$ cat config.mk
export PLATFORM = sky130hd
export DESIGN_NAME = irq_ctrl
export DESIGN_NICKNAME = d
export VERILOG_FILES = /design/src/rtl/irq_ctrl.sv
export SDC_FILE = /design/constraint.sdc
export NUM_CORES = 1
export LEC_CHECK = 0
export ABC_AREA = 1
export CORE_MARGIN = 1.5
export CORE_UTILIZATION = 42
export CTS_CLUSTER_DIAMETER = 30
export CTS_CLUSTER_SIZE = 28
export DETAILED_ROUTE_END_ITERATION = 16
export GPL_ROUTABILITY_DRIVEN = 0
export PLACE_DENSITY = 0.9
export SETUP_SLACK_MARGIN = 0.4
export SYNTH_ARGS = -nofsm -noshare
export SYNTH_HDL_FRONTEND = slang
export SYNTH_SLANG_ARGS = --single-unit
$ cat constraint.sdc
create_clock -name clk -period 1.2 [get_ports clk]
set_input_delay 0.18 -clock clk [delete_from_list [all_inputs] [get_ports clk]]
set_output_delay 0.18 -clock clk [all_outputs]
set_load 0.1 [all_outputs]
$ cat src/rtl/irq_ctrl.sv
// Interrupt controller: synchronises, edge/level-detects, latches and masks
// up to eight sources and drives CP0 HWInt plus a summary irq line.
module irq_ctrl #(
  parameter int N_SRC = 6
) (
  input  logic             clk,
  input  logic             reset,
  input  logic             sel,
  input  logic             we,
  input  logic [1:0]       addr,
  input  logic [31:0]      wdata,
  output logic [31:0]      rdata,
  input  logic [N_SRC-1:0] src,
  output logic [N_SRC-1:0] hwint,
  output logic             irq
);

  localparam logic [1:0] A_MASK = 2'd0;
  localparam logic [1:0] A_PEND = 2'd1;
  localparam logic [1:0] A_MODE = 2'd2;

  logic [N_SRC-1:0] s1_r, s2_r, s3_r;
  logic [N_SRC-1:0] mask_r, pend_r, mode_r;
  logic [N_SRC-1:0] mask_next_s, pend_next_s, mode_next_s;
  logic [N_SRC-1:0] edge_s, clr_s, act_s;
  logic [2:0]       cur_idx_s;
  logic             wr_s;
  logic             unused_s;

  assign unused_s = ^wdata[31:N_SRC];
  assign edge_s   = s2_r & ~s3_r;
  assign act_s    = pend_r & mask_r;
  assign wr_s     = sel & we;

  // Next-state for mask, mode and pending; mode changes apply from the next cycle.
  always_comb begin
    mask_next_s = mask_r;
    mode_next_s = mode_r;
    clr_s       = {N_SRC{1'b0}};
    pend_next_s = pend_r;
    if (wr_s && (addr == A_MASK)) begin
      mask_next_s = wdata[N_SRC-1:0];
    end else begin
      mask_next_s = mask_r;
    end
    if (wr_s && (addr == A_MODE)) begin
      mode_next_s = wdata[N_SRC-1:0];
    end else begin
      mode_next_s = mode_r;
    end
    if (wr_s && (addr == A_PEND)) begin
      clr_s = wdata[N_SRC-1:0];
    end else begin
      clr_s = {N_SRC{1'b0}};
    end
    for (int i = 0; i < N_SRC; i++) begin
      if (mode_r[i]) begin
        pend_next_s[i] = s2_r[i];
      end else if (edge_s[i]) begin
        pend_next_s[i] = 1'b1;
      end else if (clr_s[i]) begin
        pend_next_s[i] = 1'b0;
      end else begin
        pend_next_s[i] = pend_r[i];
      end
    end
  end

  // Lowest-numbered active source wins the CUR index.
  always_comb begin
    cur_idx_s = 3'd0;
    for (int i = N_SRC - 1; i >= 0; i--) begin
      if (act_s[i]) begin
        cur_idx_s = 3'(i);
      end else begin
        cur_idx_s = cur_idx_s;
      end
    end
  end

  // Register read mux; idle bus returns zero.
  always_comb begin
    rdata = 32'd0;
    if (sel && !we) begin
      case (addr)
        2'd0:    rdata = {{(32-N_SRC){1'b0}}, mask_r};
        2'd1:    rdata = {{(32-N_SRC){1'b0}}, pend_r};
        2'd2:    rdata = {{(32-N_SRC){1'b0}}, mode_r};
        default: rdata = {|act_s, 28'd0, cur_idx_s};
      endcase
    end else begin
      rdata = 32'd0;
    end
  end

  // Synchroniser, control registers and outputs built from next-state values.
  always_ff @(posedge clk or negedge reset) begin
    if (!reset) begin
      s1_r   <= {N_SRC{1'b0}};
      s2_r   <= {N_SRC{1'b0}};
      s3_r   <= {N_SRC{1'b0}};
      mask_r <= {N_SRC{1'b0}};
      pend_r <= {N_SRC{1'b0}};
      mode_r <= {N_SRC{1'b0}};
      hwint  <= {N_SRC{1'b0}};
      irq    <= 1'b0;
    end else begin
      s1_r   <= src;
      s2_r   <= s1_r;
      s3_r   <= s2_r;
      mask_r <= mask_next_s;
      pend_r <= pend_next_s;
      mode_r <= mode_next_s;
      hwint  <= pend_next_s & mask_next_s;
      irq    <= |(pend_next_s & mask_next_s);
    end
  end

endmodule

Yosys cells after proc, flatten, opt, wreduce, memory -nomap -nowiden
Cells that the tools add are included.
{"block": "word_totals", "output_inout_bits": 39, "ff_bits": 43, "in_bits": 44, "word_cells": 51}
{"block": "classes", "n_mux": 28, "bitwise": 5, "reduce_logical": 8, "eq_ne": 2}
{"cell": "$pmux W32 S3", "count": 1}
{"cell": "$mux W32", "count": 1}
{"cell": "$and A6 B6 Y6", "count": 3}
{"cell": "$mux W1", "count": 18}
{"cell": "$mux W3", "count": 6}
{"cell": "$mux W6", "count": 2}
{"cell": "$reduce_or A6 Y1", "count": 2}
{"cell": "$not A6 Y6", "count": 1}
{"cell": "$logic_and A1 B1 Y1", "count": 4}
{"cell": "$eq A2 B1 Y1 const B", "count": 1}
{"cell": "$eq A2 B2 Y1 const B", "count": 1}
{"cell": "$logic_not A2 Y1", "count": 1}
{"cell": "$and A1 B1 Y1", "count": 1}
{"cell": "$logic_not A1 Y1", "count": 1}

Depth between registers and ports, before layout
Gate-level depths: netlist of run 1.
{"block": "depth", "ltp_word": 9, "ltp_mapped": 10, "mapped_depth_nobuf": 9}

Worst setup path before layout of run 1
OpenSTA, ideal clock, no wires.
{"block": "synth_path", "path_kind": "register -> output", "start": "register mask_r[3]", "end": "output rdata[2]", "t_arrival_ps": 2942, "stages_incl_launch_ff": 6, "setup_slack_ps": -1922, "required_ps": 1020, "path_buffers": 0, "cell_sequence": "dfrtp_1 -> nand2_1 -> nand2_1 -> nor2_1 -> a21oi_1 -> a211oi_1"}
{"block": "synth_via", "elab_chain_len": 7}
{"element": "start: declaration", "line": "23", "source": "logic [N_SRC-1:0] mask_r, pend_r, mode_r;"}
{"element": "start signal: assignment", "line": "102", "source": "mask_r <= {N_SRC{1'b0}};"}
{"element": "start signal: assignment", "line": "111", "source": "mask_r <= mask_next_s;"}
{"element": "$and A6 B6 Y6", "line": "32", "source": "assign act_s = pend_r & mask_r;"}
{"element": "$mux W3 (4 in series)", "line": "73", "source": "if (act_s[i]) begin"}
{"element": "$pmux W32 S3", "line": "85", "source": "case (addr)"}
{"element": "$mux W32", "line": "84", "source": "if (sel && !we) begin"}
{"element": "end: declaration", "line": "12", "source": "output logic [31:0] rdata,"}
No other way between the ends.

Final worst setup path of run 1
{"block": "layout_path", "start": "register pend_r[4]", "end": "output rdata[0]"}
{"block": "layout_via", "elab_chain_len": 8}
{"element": "start: declaration", "line": "23"}
{"element": "start signal: assignment", "line": "103", "source": "pend_r <= {N_SRC{1'b0}};"}
{"element": "start signal: assignment", "line": "112", "source": "pend_r <= pend_next_s;"}
{"element": "$and A6 B6 Y6", "line": "32"}
{"element": "$mux W3 (5 in series)", "line": "73"}
{"element": "$pmux W32 S3", "line": "85"}
{"element": "$mux W32", "line": "84"}
No other way between the ends.

==> results of run 1 <==
layer usage:
layer / vias to the layer above / global-route usage, %
met4: 0 / 14.9
met3: 22 / 5.56
li1: 791 / -
met2: 84 / 37.4
met1: 882 / 25.1
met5: - / 0
worst max-delay path, delay by kind of cell (launching register included):
kind	cells	cell delay, ns
buffers and inverters	1	0.18
AND/OR/NAND/NOR	6	0.60
AO/OA/AOI/OAI	1	0.07
flip-flops	1	0.41
cell families after synthesis:
logic type / after synthesis / synth area share, %
other cells: 1 / 0.188
simple gates: 80 / 18.2
compound gates: 35 / 11.2
flops: 43 / 53.9
buf+inv: 61 / 16.6
metrics by stage:
step	utilization [%]	hold WS [ns]	power, W	worst slack, ns
2_1_floorplan	-	-0.116	0.00323	-0.607
3_3_place_gp	61.5	0.167	0.00384	-0.631
3_5_place_dp	61.5	0.171	0.00390	-0.689
4_1_cts	69.5	0.247	0.00507	-0.468
5_1_grt	72.4	0.283	0.00549	-0.622
6_report	72.4	0.273	0.00529	-0.549
power breakdown:
group,internal [W],switching (W),total (W)
Combinational,0.000890,0.00159,0.00248
Clock,0.000464,0.000466,0.000930
Sequential,0.00169,0.000191,0.00188
Total,0.00304,0.00225,0.00529
final cells by class:
class	count	share of cell area, %
Clock buffer	7	2.67
Clock inverter	1	0.155
Inverter	34	4.52
Multi-Input combinational cell	142	29.7
Sequential cell	43	34.1
Tap cell	52	2.01
Timing Repair Buffer	72	26.9
flip-flops by register name, summed over array words and instances (netlist names):
signal and flops:
hwint 6, mask_r 6, mode_r 6, pend_r 6, s1_r 6, s2_r 6, s3_r 6, irq 1
placed cells by master, fill, tap and decap left out:
cell             netlist  routed
a211oi_4               0       1
a21oi_2                0       2
a21oi_4                0       1
a311oi_4               0       1
a31oi_1                1       1
buf_12                 0      18
buf_2                  1       3
buf_4                 25      18
buf_6                  1      19
buf_8                  0       1
clkbuf_1               0       1
clkbuf_8               0       6
clkdlybuf4s50_1        0      12
clkinv_2               0       1
clkinv_4               0       1
clkinvlp_4             0       3
conb_1                 1      25
dfrtp_1               43      34
dfrtp_2                0       2
dfrtp_4                0       7
dlygate4sd3_1          0       1
inv_1                 31      19
inv_2                  3      10
inv_4                  0       1
nand2_1               48      26
nand2_2               12      29
nand2_4                1       5
nand2_8                0       3
nand3_1                5       5
nor2_1                10       2
nor2_2                 1       5
nor2_4                 2       6
nor3_4                 0       1
o211ai_1               4       4
o21ai_0               11       3
o21ai_1                6       6
o21ai_2                8      13
o21ai_4                0       3
worst max-delay path by stage:
stage                   start   endpoint  slack, ns  cells after the start
floorplan           mask_r[1]   rdata[2]      -0.61                      5
global placement      addr[0]   rdata[2]      -0.63                      6
detailed placement    addr[1]   rdata[3]      -0.69                      8
CTS                 pend_r[2]  rdata[31]      -0.47                      6
global route        mask_r[4]   rdata[0]      -0.62                      8
finish              pend_r[4]   rdata[0]      -0.55                      8
timing repair:
item                       4_1_cts  5_1_grt
setup endpoints to repair       39       38
buffers inserted                 8        4
cloned                           2        0
hold endpoints to repair        43        0
pin swaps                       16       12
gates resized for setup         70       35
hold buffers                     1        0
==> run_results.csv, run 1 <==
group,metric,value,unit
detailed_routing,ant_nets,0,
pwr,power_density,1630,nW/um2
global_routing,grt_max_degree,44,
pwr,power.leakage,1.52,nW
yosys,yosys_warnings,0,
timing,layout_setup_ws,-0.549,ns
critical_path,ff2ff_setup_slack,-0.28,ns
hold_path,min_to,"pend_r[1]",
critical_path,crit_fanout,3,
critical_path,reg2reg_from,"pend_r[5]",
placement,dpl.cell_count,328,
yosys,synth.top_cell.area_share,53.9,%
critical_path,worstPathCellList,"nand2_2 > nand3_1 > nand2_1 > nand2_1 > nand2_2 > a21oi_4 > nor2_4 > buf_12",
yosys,synth_edf_count,0,
clocking,htreeDepth,2,
final_layout,stdcell_area,3240,um2
final_layout,diodes,0,
yosys,ys.flop_type,"dfrtp_1",
detailed_routing,dr.first_iter.drc_count,187,
hold_path,min_delay_path_depth,5,
clocking,cts_tree,"built",
critical_path,slowest_stage,"dfrtp_1",
critical_path,end_kind,"output pin",
timing,clock_skew,0.0114,ns
global_routing,antenna_found_initial,0,
yosys,syn_area,2000,um2
floorplanning,start_util,44.6,%
clocking,insertion_delay,0.29,ns
floorplanning,dieArea,5180,um2
critical_path,worstSetupPathType,"reg2out",
timing,rsz0062_at_grt,"yes",
detailed_routing,wl_met3,367,um
clocking,cts_buffer_depth,2,
yosys,ys_ff_latch,43,
final_layout,num-nets-final,342,
yosys,synthDistinctLibCells,23,
critical_path,crit_path_start_kind,"flop",
final_layout,post_layout_nonfiller_instances,351,
detailed_routing,viasPerCell,5.07,
critical_path,reg2regPathDepth,13,
critical_path,r2r_end,"irq",
timing,setup_viol,11,
clocking,cts.sinks,43,
detailed_routing,drt-met1-wl,2110,um
timing,hold_viol,0,
global_routing,grt_pass1_vias,1827,
final_layout,area_growth_syn_to_layout,62.2,%
detailed_routing,drt-total-wl,5820,um
global_routing,grt_pass1_wl,8590,um
hold_path,hold_start,"addr[1]",
global_routing,overflow,0,
critical_path,cp_slowest_stage_delay,0.41,ns
detailed_routing,dr.pass1.iters,5,
yosys,yosys.cell_count.top_type,"nand2_1",
yosys,async_flop_share,100,%
timing,period_share,146,%
floorplanning,row_count,24,
yosys,syn_inst,220,
clocking,clkTransAtPathRegs,0.08,ns
job,cap_violations,0,
final_layout,multi_input_comb_area,961,um2
detailed_routing,drc,0,
clocking,clockRootBuffer,"clkbuf_8",
placement,place_area,2750,um2
floorplanning,core-area,4470,um2
timing,period_needed,1.75,ns
critical_path,arrival,1.57,ns
outcome,status,"complete, but fails checks",
detailed_routing,wl_met2,3100,um
yosys,synth_commonest_cells,"48 x nand2_1, 43 x dfrtp_1, 31 x inv_1, 25 x buf_4, 12 x nand2_2",
floorplanning,die_y,72.0,um
timing,fmax,572,MHz
outcome,violations,"negative setup slack",
yosys,ys_seq_area_share,53.9,%
final_layout,layout-drive-gt1-share,53.5,%
yosys,synthTopCellsByArea,"dfrtp_1 54%, buf_4 9.4%, nand2_1 9.0%",
yosys,synth_top_area_cell,"dfrtp_1",
final_layout,final.fill_count,275,
global_routing,grt_util_all_layers,22.3,%
hold_path,hp-class,"in2reg",
timing,drv_slew,0,
placement,portBuffers,31,
detailed_routing,routed-via-count,1779,
yosys,avgSynthCellArea,9.08,um2
pwr,ir_drop,0.822,mV
clocking,numCtsBuffers,5,
detailed_routing,routed.top_layer,"met4",
detailed_routing,wl_per_cell,16.6,um
floorplanning,fp.dieW,72.0,um
final_layout,seqCellArea,1100,um2
placement,dp_hpwl,3210,um
critical_path,required,1.02,ns
timing,tns,-3.79,ns
floorplanning,io_pins,83,
No activity file was read; power rests on OpenSTA's default activity.
==> run 2: changes to the inputs <==
--- a/config.mk
+++ b/config.mk
@@ -12,7 +12,8 @@
 export CTS_CLUSTER_SIZE = 28
 export DETAILED_ROUTE_END_ITERATION = 16
 export GPL_ROUTABILITY_DRIVEN = 0
-export PLACE_DENSITY = 0.9
+export PLACE_DENSITY = 0.79
+export RECOVER_POWER = 100
 export SETUP_SLACK_MARGIN = 0.4
 export SYNTH_ARGS = -nofsm -noshare
 export SYNTH_HDL_FRONTEND = slang
==> run_results.csv, run 2 (synthesis results as in run 1) <==
group,metric,value,unit
detailed_routing,drt-total-wl,6010,um
clocking,numCtsBuffers,5,
timing,worst_hold_slack,-0.0755,ns
floorplanning,die_y,72.0,um
floorplanning,row_count,24,
timing,clock_skew,0.0128,ns
final_layout,diodes,0,
global_routing,grt_pass1_vias,1781,
detailed_routing,dr.pass1.iters,4,
floorplanning,dieArea,5180,um2
timing,period_needed,1.73,ns
placement,portBuffers,31,
floorplanning,start_util,44.6,%
clocking,cts_buffer_depth,2,
critical_path,crit_path_start_kind,"flop",
final_layout,num-nets-final,351,
pwr,swShare,43.0,%
final_layout,final_cell_mix,"35 x dfrtp_1, 29 x nand2_2, 25 x conb_1",
outcome,status,"complete, but fails checks",
timing,setup_viol,14,
critical_path,crit_fanout,2,
pwr,p_int,0.00301,W
pwr,combPwrFrac,47.3,%
timing,drv_slew,0,
critical_path,reg2reg_from,"mask_r[3]",
timing,hold_viol,13,
timing,layout_setup_ws,-0.527,ns
pwr,power_density,1590,nW/um2
final_layout,layout-drive-gt1-share,55.2,%
placement,dpl.cell_count,333,
clocking,clockRootBuffer,"clkbuf_8",
final_layout,seqCellArea,1100,um2
clocking,insertion_delay,0.30,ns
final_layout,post_layout_nonfiller_instances,360,
critical_path,worstSetupPathType,"reg2out",
global_routing,grt_pass1_wl,8310,um
timing,worst_pin_slew,0.787,ns
final_layout,area_growth_syn_to_layout,66.8,%
pwr,ir_drop,1.11,mV
pwr,power.leakage,1.57,nW
final_layout,stdcell_area,3330,um2
critical_path,required,1.02,ns
clocking,clkTransAtPathRegs,0.08,ns
final_layout,multi_input_comb_area,977,um2
outcome,violations,"negative hold slack, negative setup slack",
critical_path,r2r_end,"irq",
critical_path,reg2regPathDepth,9,
critical_path,end_kind,"output pin",
global_routing,antenna_found_initial,0,
global_routing,grt_util_all_layers,21.5,%
job,cap_violations,0,
critical_path,ff2ff_setup_slack,-0.08,ns
timing,rsz0062_at_grt,"yes",
placement,place_area,2790,um2
floorplanning,fp.dieW,72.0,um
detailed_routing,dr.first_iter.drc_count,129,
critical_path,arrival,1.55,ns
timing,period_share,144,%
clocking,cts.sinks,43,
global_routing,overflow,0,
placement,dp_hpwl,3020,um
detailed_routing,routed-via-count,1802,
clocking,cts_tree,"built",
clocking,htreeDepth,2,
pwr,pwr-share-clk,17.0,%
pwr,seq_power_share,35.7,%
floorplanning,io_pins,83,
timing,fmax,579,MHz
global_routing,grt_max_degree,31,
floorplanning,core-area,4470,um2
timing,slew_headroom,47.5,%
pwr,switchingPower,0.00227,W
detailed_routing,drc,0,
final_layout,final.fill_count,268,
detailed_routing,ant_nets,0,
detailed_routing,viasPerCell,5.01,
hold_path,hp-class,"in2async",
final_layout,layout_commonest_cell,"dfrtp_1",
detailed_routing,wl_per_cell,16.7,um
-- run 2: cell types whose count changed in the layout (fill, tap and decap cells not counted), moves of 4 or more --
cell | previous run | this run
o21ai_2 | 13 | 7
buf_4 | 18 | 22
o21ai_0 | 3 | 7
clkdlybuf4s50_1 | 12 | 4
buf_6 | 19 | 24
dlygate4sd3_1 | 1 | 7
inv_1 | 19 | 15
inv_2 | 10 | 15
-- run 2: final cells by class --
type                       count  area share, %
sequential                    43           33.1
multi-input combinational    142           29.3
timing repair buffer          81           28.9
inverter                      34           4.24
clock buffer                   7           2.29
tap                           52           1.95
clock inverter                 1          0.150
-- run 2: worst max path at each step --
| stage | depth (start not counted) | endpoint | startpoint |
|---|---|---|---|
| 2_1_floorplan | 5 | rdata[2] | mask_r[1] |
| 3_3_place_gp | 6 | rdata[2] | addr[0] |
| 3_5_place_dp | 8 | rdata[3] | addr[1] |
| 4_1_cts | 6 | rdata[31] | mask_r[3] |
| 5_1_grt | 5 | rdata[2] | pend_r[2] |
| 6_report | 6 | rdata[31] | mask_r[2] |
-- run 2: critical path, cell delays in order (launching register included) --
cell and delay (ns):
dfrtp_1 0.40, nand2_2 0.11, nand2_4 0.11, nor2_4 0.04, buf_4 0.13, a311oi_4 0.23, buf_12 0.21
-- run 2: what timing repair did --
item	CTS	global route
pin swaps	21	27
cloned	1	1
setup buffers	9	8
endpoints found under the hold margin	13	13
endpoints found under the setup margin	39	39
resized for setup	73	53
-- run 2: power groups by stage --
stage	Clock, W	Sequential (W)	Combinational, W
floorplan	0	0.00220	0.00103
global placement	0	0.00185	0.00202
detailed placement	0	0.00186	0.00204
CTS	0.000891	0.00184	0.00223
global route	0.000974	0.00191	0.00261
finish	0.000897	0.00189	0.00250
-- run 2: layer usage --
layer | share of wire [%] | vias up | wire, um | track usage [%]
li1 | - | 806 | - | -
met1 | 38 | 891 | 2280 | 24.6
met2 | 53 | 84 | 3210 | 36.8
met3 | 5.1 | 21 | 305 | 4.31
met4 | 3.6 | 0 | 214 | 13.8
met5 | 0 | - | 0 | 0
-- run 2: per-stage QoR --
step / setup slack [ns] / power, W / hold slack, ns / TNS (ns) / utilization (%)
5_1_grt: -0.571 / 0.00549 / -0.0329 / -4.48 / 74.4
3_5_place_dp: -0.652 / 0.00390 / 0.106 / -15.12 / 62.4
4_1_cts: -0.443 / 0.00497 / -0.215 / -2.62 / 70.0
2_1_floorplan: -0.607 / 0.00323 / -0.116 / -1.78 / -
3_3_place_gp: -0.636 / 0.00387 / 0.0947 / -14.01 / 62.4
6_report: -0.527 / 0.00529 / -0.0755 / -3.87 / 74.4
